===== src/rtl/mux_pkg.sv =====
// rtl/mux_pkg.sv - shared mode encodings and channel slicing helper for mux_scanner
package mux_pkg;

    typedef enum logic [1:0] {
        MODE_MANUAL = 2'b00,
        MODE_SCAN   = 2'b01,
        MODE_HOLD   = 2'b10,
        MODE_XOR    = 2'b11
    } mode_e;

    function automatic int unsigned chan_base(input int unsigned k, input int unsigned width);
        return k * width;
    endfunction

endpackage


===== src/rtl/scan_counter.sv =====
// rtl/scan_counter.sv - dwell counter and channel pointer for scan mode
module scan_counter #(
    parameter int NCH   = 4,
    parameter int DWELL = 4,
    parameter int CW    = 2,
    parameter int DW    = 3
) (
    input  logic          clk,
    input  logic          rst_n,
    input  logic          load,
    input  logic [CW-1:0] load_val,
    input  logic          en,
    output logic [CW-1:0] ptr,
    output logic          first,
    output logic          wrap
);

    localparam logic [CW-1:0] LAST_P = CW'(NCH - 1);
    localparam logic [DW-1:0] LAST_D = DW'(DWELL - 1);

    logic [CW-1:0] ptr_q, ptr_nxt;
    logic [DW-1:0] dcnt_q, dcnt_cur, dcnt_nxt;
    logic          last;

    // ptr/first/wrap describe the cycle being sampled on this edge; a load
    // makes the entry edge count as the first dwell cycle of the new channel.
    always_comb begin
        ptr      = load ? load_val : ptr_q;
        dcnt_cur = load ? '0 : dcnt_q;
        first    = (dcnt_cur == '0);
        last     = (dcnt_cur == LAST_D);
        wrap     = first && (ptr == '0) && !load;
        ptr_nxt  = ptr;
        dcnt_nxt = dcnt_cur + DW'(1);
        if (last) begin
            dcnt_nxt = '0;
            ptr_nxt  = (ptr == LAST_P) ? '0 : ptr + CW'(1);
        end
    end

    // load without en (manual mode) only parks the dwell counter at zero
    always_ff @(posedge clk or negedge rst_n) begin
        if (!rst_n) begin
            ptr_q  <= '0;
            dcnt_q <= '0;
        end else if (en) begin
            ptr_q  <= ptr_nxt;
            dcnt_q <= dcnt_nxt;
        end else if (load) begin
            dcnt_q <= '0;
        end
    end

endmodule


===== src/rtl/mux_scanner.sv =====
// rtl/mux_scanner.sv - registered N:1 channel selector with manual, scan, hold and xor-reduce modes
module mux_scanner
    import mux_pkg::*;
#(
    parameter  int WIDTH = 8,
    parameter  int NCH   = 4,
    parameter  int DWELL = 4,
    localparam int CW    = (NCH > 1) ? $clog2(NCH) : 1
) (
    input  logic                 clk,
    input  logic                 rst_n,
    input  logic [NCH*WIDTH-1:0] din,
    input  logic [CW-1:0]        sel,
    input  logic [1:0]           mode,
    output logic [WIDTH-1:0]     y,
    output logic [CW-1:0]        ch,
    output logic                 y_valid,
    output logic                 wrap
);

    localparam int            DW    = $clog2(DWELL) + 1;
    localparam logic [CW:0]   NCH_W = (CW + 1)'(NCH);

    logic [WIDTH-1:0] chan [NCH];
    logic [WIDTH-1:0] red;
    logic [CW-1:0]    start, ptr;
    logic             sel_ok, scan_entry, load, en, first, wrap_c;
    mode_e            cur_mode, prev_mode;

    for (genvar k = 0; k < NCH; k++) begin : g_chan
        assign chan[k] = din[chan_base(k, WIDTH) +: WIDTH];
    end

    always_comb begin
        red = '0;
        for (int k = 0; k < NCH; k++) red = red ^ chan[k];
    end

    assign cur_mode   = mode_e'(mode);
    assign sel_ok     = ({1'b0, sel} < NCH_W);
    assign start      = sel_ok ? sel : '0;
    // coming back from hold resumes; coming from manual or xor restarts at sel
    assign scan_entry = (cur_mode == MODE_SCAN) &&
                        ((prev_mode == MODE_MANUAL) || (prev_mode == MODE_XOR));
    assign load       = scan_entry || (cur_mode == MODE_MANUAL);
    assign en         = (cur_mode == MODE_SCAN);

    scan_counter #(
        .NCH   (NCH),
        .DWELL (DWELL),
        .CW    (CW),
        .DW    (DW)
    ) u_scan_counter (
        .clk      (clk),
        .rst_n    (rst_n),
        .load     (load),
        .load_val (start),
        .en       (en),
        .ptr      (ptr),
        .first    (first),
        .wrap     (wrap_c)
    );

    always_ff @(posedge clk or negedge rst_n) begin
        if (!rst_n) begin
            y         <= '0;
            ch        <= '0;
            y_valid   <= 1'b0;
            wrap      <= 1'b0;
            prev_mode <= MODE_MANUAL;
        end else begin
            prev_mode <= cur_mode;
            wrap      <= 1'b0;
            case (cur_mode)
                MODE_MANUAL: begin
                    if (sel_ok) begin
                        y       <= chan[sel];
                        ch      <= sel;
                        y_valid <= 1'b1;
                    end else begin
                        y       <= '0;
                        y_valid <= 1'b0;
                    end
                end
                MODE_SCAN: begin
                    y       <= chan[ptr];
                    ch      <= ptr;
                    y_valid <= first;
                    wrap    <= wrap_c;
                end
                MODE_HOLD: begin
                    y_valid <= 1'b0;
                end
                default: begin
                    y       <= red;
                    ch      <= '0;
                    y_valid <= 1'b1;
                end
            endcase
        end
    end

endmodule


===== config.mk =====
export PLATFORM = sky130hd
export DESIGN_NAME = mux_scanner
export DESIGN_NICKNAME = d
export VERILOG_FILES = /design/src/rtl/mux_pkg.sv /design/src/rtl/scan_counter.sv /design/src/rtl/mux_scanner.sv
export SDC_FILE = /design/constraint.sdc
export NUM_CORES = 1
export LEC_CHECK = 0
export ABC_AREA = 0
export BUFFER_PORTS_ARGS = -buffer_cell sky130_fd_sc_hd__buf_2
export CORE_MARGIN = 2
export CORE_UTILIZATION = 35
export CTS_BUF_LIST = sky130_fd_sc_hd__clkbuf_8
export DETAILED_ROUTE_END_ITERATION = 8
export PLACE_DENSITY = 0.58
export SYNTH_ARGS = -nofsm -noshare
export SYNTH_HDL_FRONTEND = slang
export SYNTH_SLANG_ARGS = --single-unit

===== constraint.sdc =====
create_clock -name clk -period 3.04 [get_ports clk]
set_input_delay 0.304 -clock clk [delete_from_list [all_inputs] [get_ports clk]]
set_output_delay 0.304 -clock clk [all_outputs]
set_load 0.02 [all_outputs]

==> run summary, run 1 <==
The flow ran to the end, and the final reports show no timing, DRC or antenna violations. Final hold analysis gives a worst-case slack of 360 ps. By startpoint and endpoint, the worst setup path is classified as flop to flop. The diode insertion count for antenna repair came out at 0. The post-route antenna net violation count came out at 0. The min-delay analysis places its worst path in the category input port to flop. The clock net sink count came out at 19. The later pin in the worst-skew pair is clocked with a latency of 260 ps.

The full die area is 5260 µm². After the last flow step, the layout net total stands at 251. The relative contribution of sequential cells to total power came out at 37.7%. The normalized max-slew margin is 61.4%. The register clock-pin slew on the reported worst setup and hold paths is 70 ps. The post-place setup slack came out at 950 ps. The critical path buffer and inverter count is 0. The count of boundary I/O pins came out at 50. In this run the worst setup path begins at prev_mode[1]. Once the clock tree was built, the resizer swapped 0 gates to a different size. The final route contains 1,390 vias. Clock skew on the completed layout was measured at 9.43 ps. The count of cells along the worst register-to-register path came out at 5.

Combinational logic burns 40.3% of the power. The total standard cell area after synthesis came out at 1640 µm². The setup slack of the critical path after layout is 967 ps. The biggest fanout along the worst timing path came out at 5. Dividing the synthesized area by the synthesized cell count gives 10.0 µm². The max-slew violation count is 0. The library cell used most frequently in the layout, excluding fill and tap cells, is sky130_fd_sc_hd__buf_2.

The final estimated routing congestion in global placement came out at 0.782. The post-synthesis to final-layout area growth is 19.2%. For this block, wires on met1 add up to 1770 µm. In this run, distinct cell masters in the synthesized netlist total 40. In the final routed layout, each cell accounts on average for about 15 µm. Leaving out fill and tap cells, the most frequent cells in the layout are sky130_fd_sc_hd__buf_2, sky130_fd_sc_hd__dfrtp_1, sky130_fd_sc_hd__xnor2_1, sky130_fd_sc_hd__a21oi_1, sky130_fd_sc_hd__mux2i_1. The routed design uses 2030 µm of met2 wire. The switching portion of total power is a little over a third. The number of nets in the synthesized netlist is around 200. The buffer depth of the longest clock path is 2. The fraction of layout instances using a drive strength above 1 is 32.9%. The standby leakage power came out at 0.894 nW. From bottom edge to top edge, the die measures around 73 µm. The total power of the final layout came out at ~0.00083 W. The worst setup path is launched from a flop. The slew at the pin with the worst max-slew slack came out at 567 ps.

The count of routing violations after the opening detailed-route iteration is 54. In this design, the largest share of critical-path delay is due to compound AO/OA/AOI/OAI gates. The worst-case IR drop observed on VDD is around 0.19 mV. Setup repair after global routing left no endpoint under its margin. After detailed routing, no signal wire sits above met4. The number of setup violations in the final report came out at 0. The critical path capture point type is a flop. The cell depth of the worst setup path came out at 5. The tool flagged a number of max-cap violations equal to 0.

The worst hold path begins at din[22]. The slowest cell on the critical path is sky130_fd_sc_hd__xnor2_1. The cell depth of the worst hold path is 3.

The routed wire length is 3920 µm. Entering global routing, the biggest net connects 33 pins. The via count of the first global-routing pass came out at 1,422. The signal arrival time at the worst endpoint came out at 2200 ps. The vias per cell came out at approximately 5.3. The power density of the placed cells came out at ~420 nW/µm². The number of antenna violations at the first check in global routing is 0. The count of synthesis-stage warnings from yosys came out at 0.

The first TritonRoute pass finished after 4 iterations. The largest incremental delay on the critical path is 440 ps. The buffer type at the clock tree root is sky130_fd_sc_hd__clkbuf_8. For this run, the leading register cell type out of synthesis is sky130_fd_sc_hd__dfrtp_1. The first-pass GRT wire length came out at 6770 µm. The die boundary width came out at 72.5 µm.

In this run the biggest area consumer among cell types represents 28.9% of the synthesized area. The filler cells instantiated in the layout total 478. The switching power is 0.000297 W. The setup total negative slack came out at 0 ps. The buffer count from post-CTS setup fixing is 0. The met3 wirelength from detailed routing is between 100 and 150 µm. The cell type contributing the most total cell area after synthesis is sky130_fd_sc_hd__dfrtp_1. Traced cell by cell, the critical path runs through xnor2_1, mux2_4, a221o_1, a2111oi_1, a21oi_1. Summed over all layers, the global routing overflow is 0. The initial core utilization came out at between 30% and 40%. TritonCTS created 3 clock buffers.

The period utilization is 68.2%. The internal power of the cells totals 0.000530 W. For this run, design rule violations remaining after detail routing come to 0. The cell count after synthesis came out at about 160. The time the worst path needs with I/O delays and setup is 2070 ps. TritonCTS built the clock tree. The placed wire-length estimate came out at ~3000 µm.

The total count of hold-check failures in the final report came out at 0. CTS built an H-tree with a depth of 1. For this run, asynchronously set or reset flops after synthesis account for 100%. The critical register-to-register path startpoint is prev_mode[1].

The overall global routing resource usage is 16.1%. The region available for standard cell placement spans around 4400 µm². The flop and latch count out of synthesis came out at 19. Ranked by total cell area, the synthesized netlist is headed by sky130_fd_sc_hd__dfrtp_1, sky130_fd_sc_hd__mux2i_1, sky130_fd_sc_hd__xnor2_1. The count of input and output buffers came out at 49.

The maximum clock rate came out at just under 500 MHz. The share of the Yosys chip area taken by registers is 28.9%. The number of enable flip-flop cells after synthesis is 0. The clock network accounts for 22.0% of the total power. The utilization after layout came out at ~44%. The site row count is 24. The data required time at the worst endpoint is around 3200 ps.
## layout make-up
type	instances	area [µm²]	share of cell area (%)
tap	52	65.1	3.32
timing repair buffer	50	255	13.0
multi-input combinational	135	1110	56.6
clock buffer	3	41.3	2.11
inverter	2	7.51	0.383
clock inverter	1	5.00	0.255
sequential	19	475	24.3
## logic make-up (layout without fill, tap and decap cells)
group,count (synthesis),after routing,synth area share [%]
xor gates and xnor gates,27,27,14.4
adders and majority gates,2,2,1.52
buffers and inverters,10,56,3.58
DFF,19,19,28.9
and+or+nand+nor,31,31,9.74
muxes,25,25,20.4
AOI/OAI and AO/OA,50,50,21.5
## final timing paths
kind	to	slack [ps]
worst max register to register	y[1]	970
worst min register to register	ch[0]	480
min in group asynchronous	ch[1]	510
worst max-delay path	y[1]	970
max in group asynchronous	y[7]	2200
worst min-delay path	y[6]	360
## registers in the layout, indices dropped and copies added, names as in the netlist
signal and count:
y 8, ch 2, u_scan_counter.dcnt_q 3, prev_mode 2, wrap 1, u_scan_counter.ptr_q 2, y_valid 1
## power groups by stage
stage               Clock, W  Sequential, W  Combinational, W
floorplan                  0       0.000344          0.000208
global placement           0       0.000318          0.000336
detailed placement         0       0.000317          0.000337
CTS                 0.000189       0.000312          0.000339
global route        0.000196       0.000317          0.000368
finish              0.000182       0.000312          0.000334
## synthesized netlist by cell type (all sizes together) (3+ instances only)
cell,n
a21oi,20
dfrtp,19
mux2i,19
xnor2,18
o21ai,12
nand2,11
xor2,9
nor2,7
buf,6
a2111oi,4
a221o,4
mux4,4
o221ai,4
nand2b,3
nor3b,3
## worst min-delay path, stage by stage
cell and delay [ps]:
sky130_fd_sc_hd__buf_2 100, sky130_fd_sc_hd__a2111oi_1 70, sky130_fd_sc_hd__a21oi_1 100
## through the flow
stage                     std cells  area (µm²)
after floorplan                 164        1640
after global placement          257        1900
after detailed placement        257        1900
after CTS                       262        1960
after global routing            262        1960
final                           262        1960
## metal layers
metal | vias to the layer above | GRT usage (%)
li1 | 703 | -
met5 | - | 0
met2 | 21 | 27.8
met3 | 2 | 2.08
met1 | 664 | 21.5
met4 | 0 | 3.50
## what timing repair did
action | 4_1_cts | 5_1_grt
endpoints found under the hold margin | 11 | 0
endpoints found under the setup margin | 0 | 0
hold buffers | 1 | 0
(Power assumes the default switching activity.)
==> inputs of run 2 (changes only) <==
Clock period 3.04 ns to 2.1 ns, I/O delays scaled along.
==> run summary, run 2 (synthesized netlist as in run 1, its figures left out) <==
The count of H-tree levels built during CTS is 1. The time the worst path needs with I/O delays and setup is 1870 ps. The post-synthesis to final-layout area growth came out at 22.3%. The normalized max-slew margin is 69.4%. The critical register-to-register path startpoint is prev_mode[1]. Among cell families on the critical path, the largest total delay comes from multiplexers. The worst clock skew on the final layout came out at between 2 and 3 ps. The vias after detailed routing came out at 1,446. Walking the worst path, the cells encountered are xor2_1, a21oi_4, mux2i_4, buf_4, mux2i_1, o221ai_1.

After detailed routing, the number of remaining DRC violations is 0. The clock net sink count is 19. The placed wire-length estimate is a little over 3000 µm. The number of filler cells placed in the layout is 450. Counting instances, the worst hold path has a depth of 3. The diode insertion count for antenna repair is 0. Cell internal power was estimated by the tool at just under 0.0008 W.

The setup check on the worst reg-to-reg path leaves a slack of about 230 ps. Measured in cells, the most critical reg-to-reg path has a length of 6. The count of buffers added on input and output ports is 49. The post-cts sizing count is 0.

The most critical setup path has its startpoint at prev_mode[1]. The die boundary width is 72.5 µm. The register clock-pin slew on the reported worst setup and hold paths came out at 70 ps.

The max-slew violation count is 0. The number of setup violations in the final report is 0. The slowest cell on the critical path is sky130_fd_sc_hd__dfrtp_1. CTS placed an instance of sky130_fd_sc_hd__clkbuf_8 at the clock tree root.

The slew at the pin with the worst max-slew slack came out at 458 ps. Across every metal layer, demand over resource in global routing totals ~16%. The data required time at the worst endpoint is 2230 ps. The count of boundary I/O pins came out at 50. The endpoint identified for the worst register-to-register timing path is y[4]. The register bank with the most flops is y. The final estimated routing congestion in global placement is 0.779. The TritonCTS clock tree is done. The critical path in this run is classified as flop to flop. The die covers approximately 5300 µm².

The register with the most flip-flops in the layout has 8 of them. The routed wire length came out at 3990 µm. The fraction of layout instances using a drive strength above 1 is 34.6%. The total count of hold-check failures in the final report came out at 0. The total core area came out at 4440 µm². STA classifies the critical path startpoint as a flop. The number of search-and-repair iterations in the first detailed-routing pass is 4. Leaving out fill and tap cells, the most frequent cell in the layout is sky130_fd_sc_hd__buf_2. In the final layout, the registers with the most flip-flops are y x8, u_scan_counter.dcnt_q x3. The worst setup path is captured at a flop. The via count of the first global-routing pass came out at 1,393. In the post-route analysis, the smallest setup slack over all paths is 234 ps. Setup repair after global routing left no endpoint under its margin. Row generation in the floorplan step produced 24 rows.

The vias per cell came out at 5.38. Sequential cells burn roughly 38% of the power. The final-stage net count is 258. For this run, the top clock speed supported by timing is 536 MHz.

The post-place setup slack came out at 233 ps. The post-route antenna net violation count came out at 0. For hold timing, the worst endpoint is y[1]. The largest incremental delay on the critical path came out at 400 ps.

The count of routing violations after the opening detailed-route iteration is 48. The startpoint identified for the worst hold timing path is din[17]. From bottom edge to top edge, the die measures 72.5 µm. Counting the buffers created by CTS gives 3. The switching power is 0.000425 W.

The signal arrival time at the worst endpoint is 1990 ps. Final hold analysis gives a worst-case slack of 254 ps. Dividing total power by cell area gives a power density of 598 nW/µm². The number of instances in the placed design is 264. The buffer count from post-CTS setup fixing came out at 0. The min-delay analysis places its worst path in the category input port to flop. The final routed wire length divided by cell count is ~15 µm.

The maximum number of pins on one net before global-route repair came out at 21. The first-pass GRT wire length is about 6700 µm. For this design the static power due to leakage is 0.929 nW. The worst supply voltage drop on vdd came out at 0.295 mV. The top cell types in the final layout, fill and taps aside, are sky130_fd_sc_hd__buf_2, sky130_fd_sc_hd__dfrtp_1, sky130_fd_sc_hd__xnor2_1, sky130_fd_sc_hd__a21oi_1, sky130_fd_sc_hd__mux2i_1. The total power of the final layout is 0.00120 W. The combinational cell fraction of total power is 41.5%. The buffer depth of the longest clock path is 2. Per report_power, the clock group accounts for between 20% and 30% of the total. The number of max-capacitance violations reported came out at 0. The critical path buffer and inverter count is 1. Of the total power, the share spent switching nets is 35.3%. The flow ran to the end, and the final reports show no timing, DRC or antenna violations. The finished layout holds 269 standard cells, fillers aside.

The number of antenna violations at the first check in global routing is 0. At the later pin of the worst-skew pair, clock insertion delay measures 260 ps. The initial core utilization is 37.0%.

The global route total overflow came out at 0. Setup total negative slack on the finished layout was measured at 0 ps. The period utilization is 88.9%. Of all nets on the critical path, the largest fanout is 13.
[run 2: changes by cell type in the layout (fill, tap and decap cells not counted)]
cell / delta
sky130_fd_sc_hd__buf_4: +7
sky130_fd_sc_hd__clkinv_2: -1
sky130_fd_sc_hd__inv_1: +1
[run 2: cell type report]
class                   count  area (µm²)  area share [%]
clock buffers               3        41.3            2.05
multi-input cells         135        1110            55.2
well taps                  52        65.1            3.24
flip-flops and latches     19         475            23.6
inverters                   2        7.51           0.373
clock inverters             1        3.75           0.187
repair buffers             57         308            15.3
[run 2: metrics by stage]
step | area, µm² | util [%]
3_5_place_dp | 1960 | 44.0
4_1_cts | 2010 | 45.2
5_1_grt | 2010 | 45.2
3_3_place_gp | 1960 | 44.0
6_report | 2010 | 45.2
2_1_floorplan | 1640 | -
[run 2: power groups by stage]
stage / combinational, W / sequential [W] / clock [W]
after floorplan: 0.000301 / 0.000499 / 0
after global placement: 0.000496 / 0.000459 / 0
after detailed placement: 0.000500 / 0.000459 / 0
after CTS: 0.000504 / 0.000452 / 0.000267
after global routing: 0.000550 / 0.000458 / 0.000284
final: 0.000499 / 0.000451 / 0.000253
[run 2: per-layer routing]
| layer | track usage, % | wire length, µm | up-vias |
|---|---|---|---|
| met5 | 0 | 0 | - |
| met4 | 3.70 | 35 | 0 |
| met3 | 3.06 | 159 | 4 |
| met2 | 27.2 | 2010 | 34 |
| met1 | 21.8 | 1790 | 694 |
| li1 | - | - | 714 |
[run 2: worst register-to-register path: cells and delay by family (launching register included)]
kind / cells / cell delay, ps
mux: 2 / 470
compound gates: 2 / 410
flops: 1 / 400
buf+inv: 1 / 240
xor+xnor: 1 / 210
[run 2: worst max path at each step]
stage                     endpoint  slack (ps)  depth (start not counted)
after floorplan               y[2]         170                          5
after global placement        y[2]         270                          5
after detailed placement      y[4]         230                          6
after CTS                     y[4]         220                          6
after global routing          y[4]          80                          6
final                         y[4]         230                          6
[run 2: timing repair]
action | 4_1_cts | 5_1_grt
endpoints found under the setup margin | 0 | 0
endpoints found under the hold margin | 19 | 0
hold buffers | 1 | 0
==> inputs of run 3 (changes only) <==
Settings changed: ABC_AREA 0 to 1, PLACE_DENSITY 0.58 to 0.57, SLEW_MARGIN set to 20.
==> run summary, run 3 <==
For this run, design rule violations remaining after detail routing come to 0. The worst setup path is captured at a flop. The setup total negative slack is 0 ps. The buffer count from post-CTS setup fixing is 0. The total overflow left after global routing is 0. The worst setup path is of the flop to flop kind. At the end of the flow, the number of nets in the layout was 381. The synthesized design devotes to its leading area cell type 26.1% of total area. The number of antenna violations at the first check in global routing is 0. Setup repair after global routing left no endpoint under its margin. In the final layout, the registers with the most flip-flops are y x8, u_scan_counter.dcnt_q x3. The slew at the pin with the worst max-slew slack came out at 497 ps. The via count of the first global-routing pass came out at 1,802. The average cell area after synthesis came out at 6.25 µm². The placed wire-length estimate came out at 4010 µm. The number of setup violations in the final report is 0. In the layout the commonest cells are sky130_fd_sc_hd__nand2_1, sky130_fd_sc_hd__buf_2, sky130_fd_sc_hd__nor2_1, sky130_fd_sc_hd__o21ai_0. The vias per cell came out at 4.88.

Summing internal, switching and leakage power gives 0.00122 W. The worst hold path belongs to the class input port to flop. The site row count came out at 26. The clock arrives with roughly 0.82 ps of skew. The flip-flop count of the largest register, all copies and words added came out at 8. The period utilization came out at between 80 and 90%. The clock net sink count came out at 19. The worst supply voltage drop on vdd came out at 0.228 mV. 50 I/O pins were placed. The largest total area in the synthesized netlist belongs to sky130_fd_sc_hd__dfrtp_1. The synthesized design contains 19 register bits.

Entering global routing, the biggest net connects 20 pins. In the post-synthesis netlist, the biggest area contributors are sky130_fd_sc_hd__dfrtp_1, sky130_fd_sc_hd__nand2_1, sky130_fd_sc_hd__nor2_1. The count of routing violations after the opening detailed-route iteration is 116.

After detailed routing, the average wire length per cell comes to 13.1 µm. The number of nets in the synthesized netlist came out at about 330. For the worst setup path, the data arrival time is a little under 2000 ps. The post-synthesis async set-or-reset flop share came out at 100%.

The total CTS buffers is 3. The count of H-tree levels built during CTS came out at 1. The first-pass GRT wire length is between 8000 and 9000 µm.

The post-route antenna net violation count came out at 0. The routed wire length came out at 5360 µm. By instance count, the leading cell after synthesis is sky130_fd_sc_hd__nand2_1. The cell count after synthesis is 292.

The die is around 76 µm wide. Summing every instance area after synthesis gives ~1800 µm². Among all flip-flop cells after synthesis, the most frequent one is sky130_fd_sc_hd__dfrtp_1.

The die height came out at between 70 and 80 µm. The flow ran to the end, and the final reports show no timing, DRC or antenna violations. Ranked by flip-flop count, first place goes to y. The initial core utilization came out at 35.9%. The buffer depth of the longest clock path came out at 2. The sequential cell area fraction in the yosys report came out at 26.1%. The post-synthesis to final-layout area growth is 19.2%. The max-slew violation count is 0. The data required time at the worst endpoint came out at 2260 ps. At the end of routability-driven placement, the weighted congestion stood at between 0.8 and 0.9. The power density of the placed cells came out at between 500 and 600 nW/µm². The maximum clock rate is 562 MHz.

The TritonCTS clock tree is done. The repair_antennas step left the layout with diodes totalling 0. The overall global routing resource usage came out at 18.8%. The number of max-capacitance violations reported came out at 0.

The vias after detailed routing came out at approximately 2,000. The nature of the critical path startpoint is a flop. The standby leakage power is 1.13 nW.

In this run, distinct cell masters in the synthesized netlist total 29. The biggest fanout along the worst timing path came out at 11. The total count of hold-check failures in the final report came out at 0.

Yosys printed 0 warnings. The fraction of layout instances using a drive strength above 1 came out at 20.6%. The library cell used most frequently in the layout, excluding fill and tap cells, is sky130_fd_sc_hd__nand2_1. The time the worst path needs with I/O delays and setup is ~1800 ps. After floorplanning, the core was sized to cover 5070 µm².

The commonest cells after synthesis are sky130_fd_sc_hd__nand2_1, sky130_fd_sc_hd__nor2_1, sky130_fd_sc_hd__o21ai_0. At the later pin of the worst-skew pair, clock insertion delay measures 260 ps. The register clock-pin slew on the reported worst setup and hold paths is 70 ps.

The count of input and output buffers came out at 49. The die covers 5810 µm². The number of search-and-repair iterations in the first detailed-routing pass is 4.

The normalized max-slew margin came out at 66.5%. In this run the clock root is driven by a sky130_fd_sc_hd__clkbuf_8. In this run, synthesis inferred 0 flip-flops with an integrated enable.
[run 3: cell count changes after synthesis, sizes merged, moves of 6 or more]
cell | previous run | this run
o21ai | 12 | 32
nand3 | 0 | 22
xnor2 | 18 | 2
inv | 2 | 19
mux2i | 19 | 0
xor2 | 9 | 15
nand2 | 11 | 93
nor2 | 7 | 49
[run 3: timing repair]
item,CTS,global route
hold buffers,1,0
setup endpoints to repair,0,0
gates resized for setup,0,0
endpoints found under the hold margin,19,0
[run 3: metal layers]
layer	track usage, %	vias up	part of all wire, %
met4	5.45	0	1.2
met5	0	-	0
met3	1.42	7	4.0
li1	-	1035	-
met2	29.6	54	43
met1	27.6	904	52
[run 3: through the flow]
step	hold slack (ps)	worst slack [ps]	util, %	area (µm²)	std cells
floorplan	-85.6	686	-	1820	292
detailed placement	181	211	41.7	2120	405
global route	126	116	42.9	2170	410
global placement	180	194	41.7	2120	405
finish	125	320	42.9	2170	410
CTS	129	315	42.9	2170	410
[run 3: logic make-up after synthesis]
kind of cell / count (synthesis) / synth area share [%]
buffers and inverters: 31 / 8.44
AO/OA/AOI/OAI: 54 / 15.6
adder cells (fa/ha/maj): 2 / 1.37
XOR/XNOR: 17 / 8.16
flip-flops: 19 / 26.1
AND/OR/NAND/NOR: 169 / 40.4
[run 3: cell type report]
| class | instances | area (µm²) |
|---|---|---|
| clock buffers | 3 | 41.3 |
| clock inverters | 1 | 5.00 |
| fillers | 583 | 2900 |
| inverters | 20 | 77.6 |
| multi-input cells | 242 | 1190 |
| flip-flops and latches | 19 | 475 |
| well taps | 70 | 87.6 |
| repair buffers | 55 | 293 |
[run 3: worst max-delay path, cell delays in order (launching register included)]
cell and delay, ps:
sky130_fd_sc_hd__dfrtp_1 400, sky130_fd_sc_hd__inv_1 80, sky130_fd_sc_hd__nand2_1 90, sky130_fd_sc_hd__nand3_4 110
sky130_fd_sc_hd__nand2_2 100, sky130_fd_sc_hd__o21ai_2 430, sky130_fd_sc_hd__nor2_2 160, sky130_fd_sc_hd__nand2_1 90
sky130_fd_sc_hd__nand2_1 50, sky130_fd_sc_hd__nor2_1 120, sky130_fd_sc_hd__nor2_1 50
[run 3: power breakdown]
group | total (W) | internal (W) | switching (W)
Clock | 0.000264 | 0.000132 | 0.000131
Combinational | 0.000518 | 0.000182 | 0.000336
Sequential | 0.000441 | 0.000412 | 0.0000285
[run 3: final timing paths]
check | to | slack (ps) | depth (start not counted) | from
worst max-delay path | y[0] | 320 | 10 | prev_mode[0]
worst min-delay path | prev_mode[0] | 130 | 1 | mode[0]
worst max register to register | y[0] | 320 | 10 | prev_mode[0]
worst min register to register | ch[0] | 510 | 2 | ch[0]
max in group asynchronous | u_scan_counter.dcnt_q[2] | 1370 | 2 | rst_n
min in group asynchronous | u_scan_counter.dcnt_q[1] | 420 | 2 | rst_n
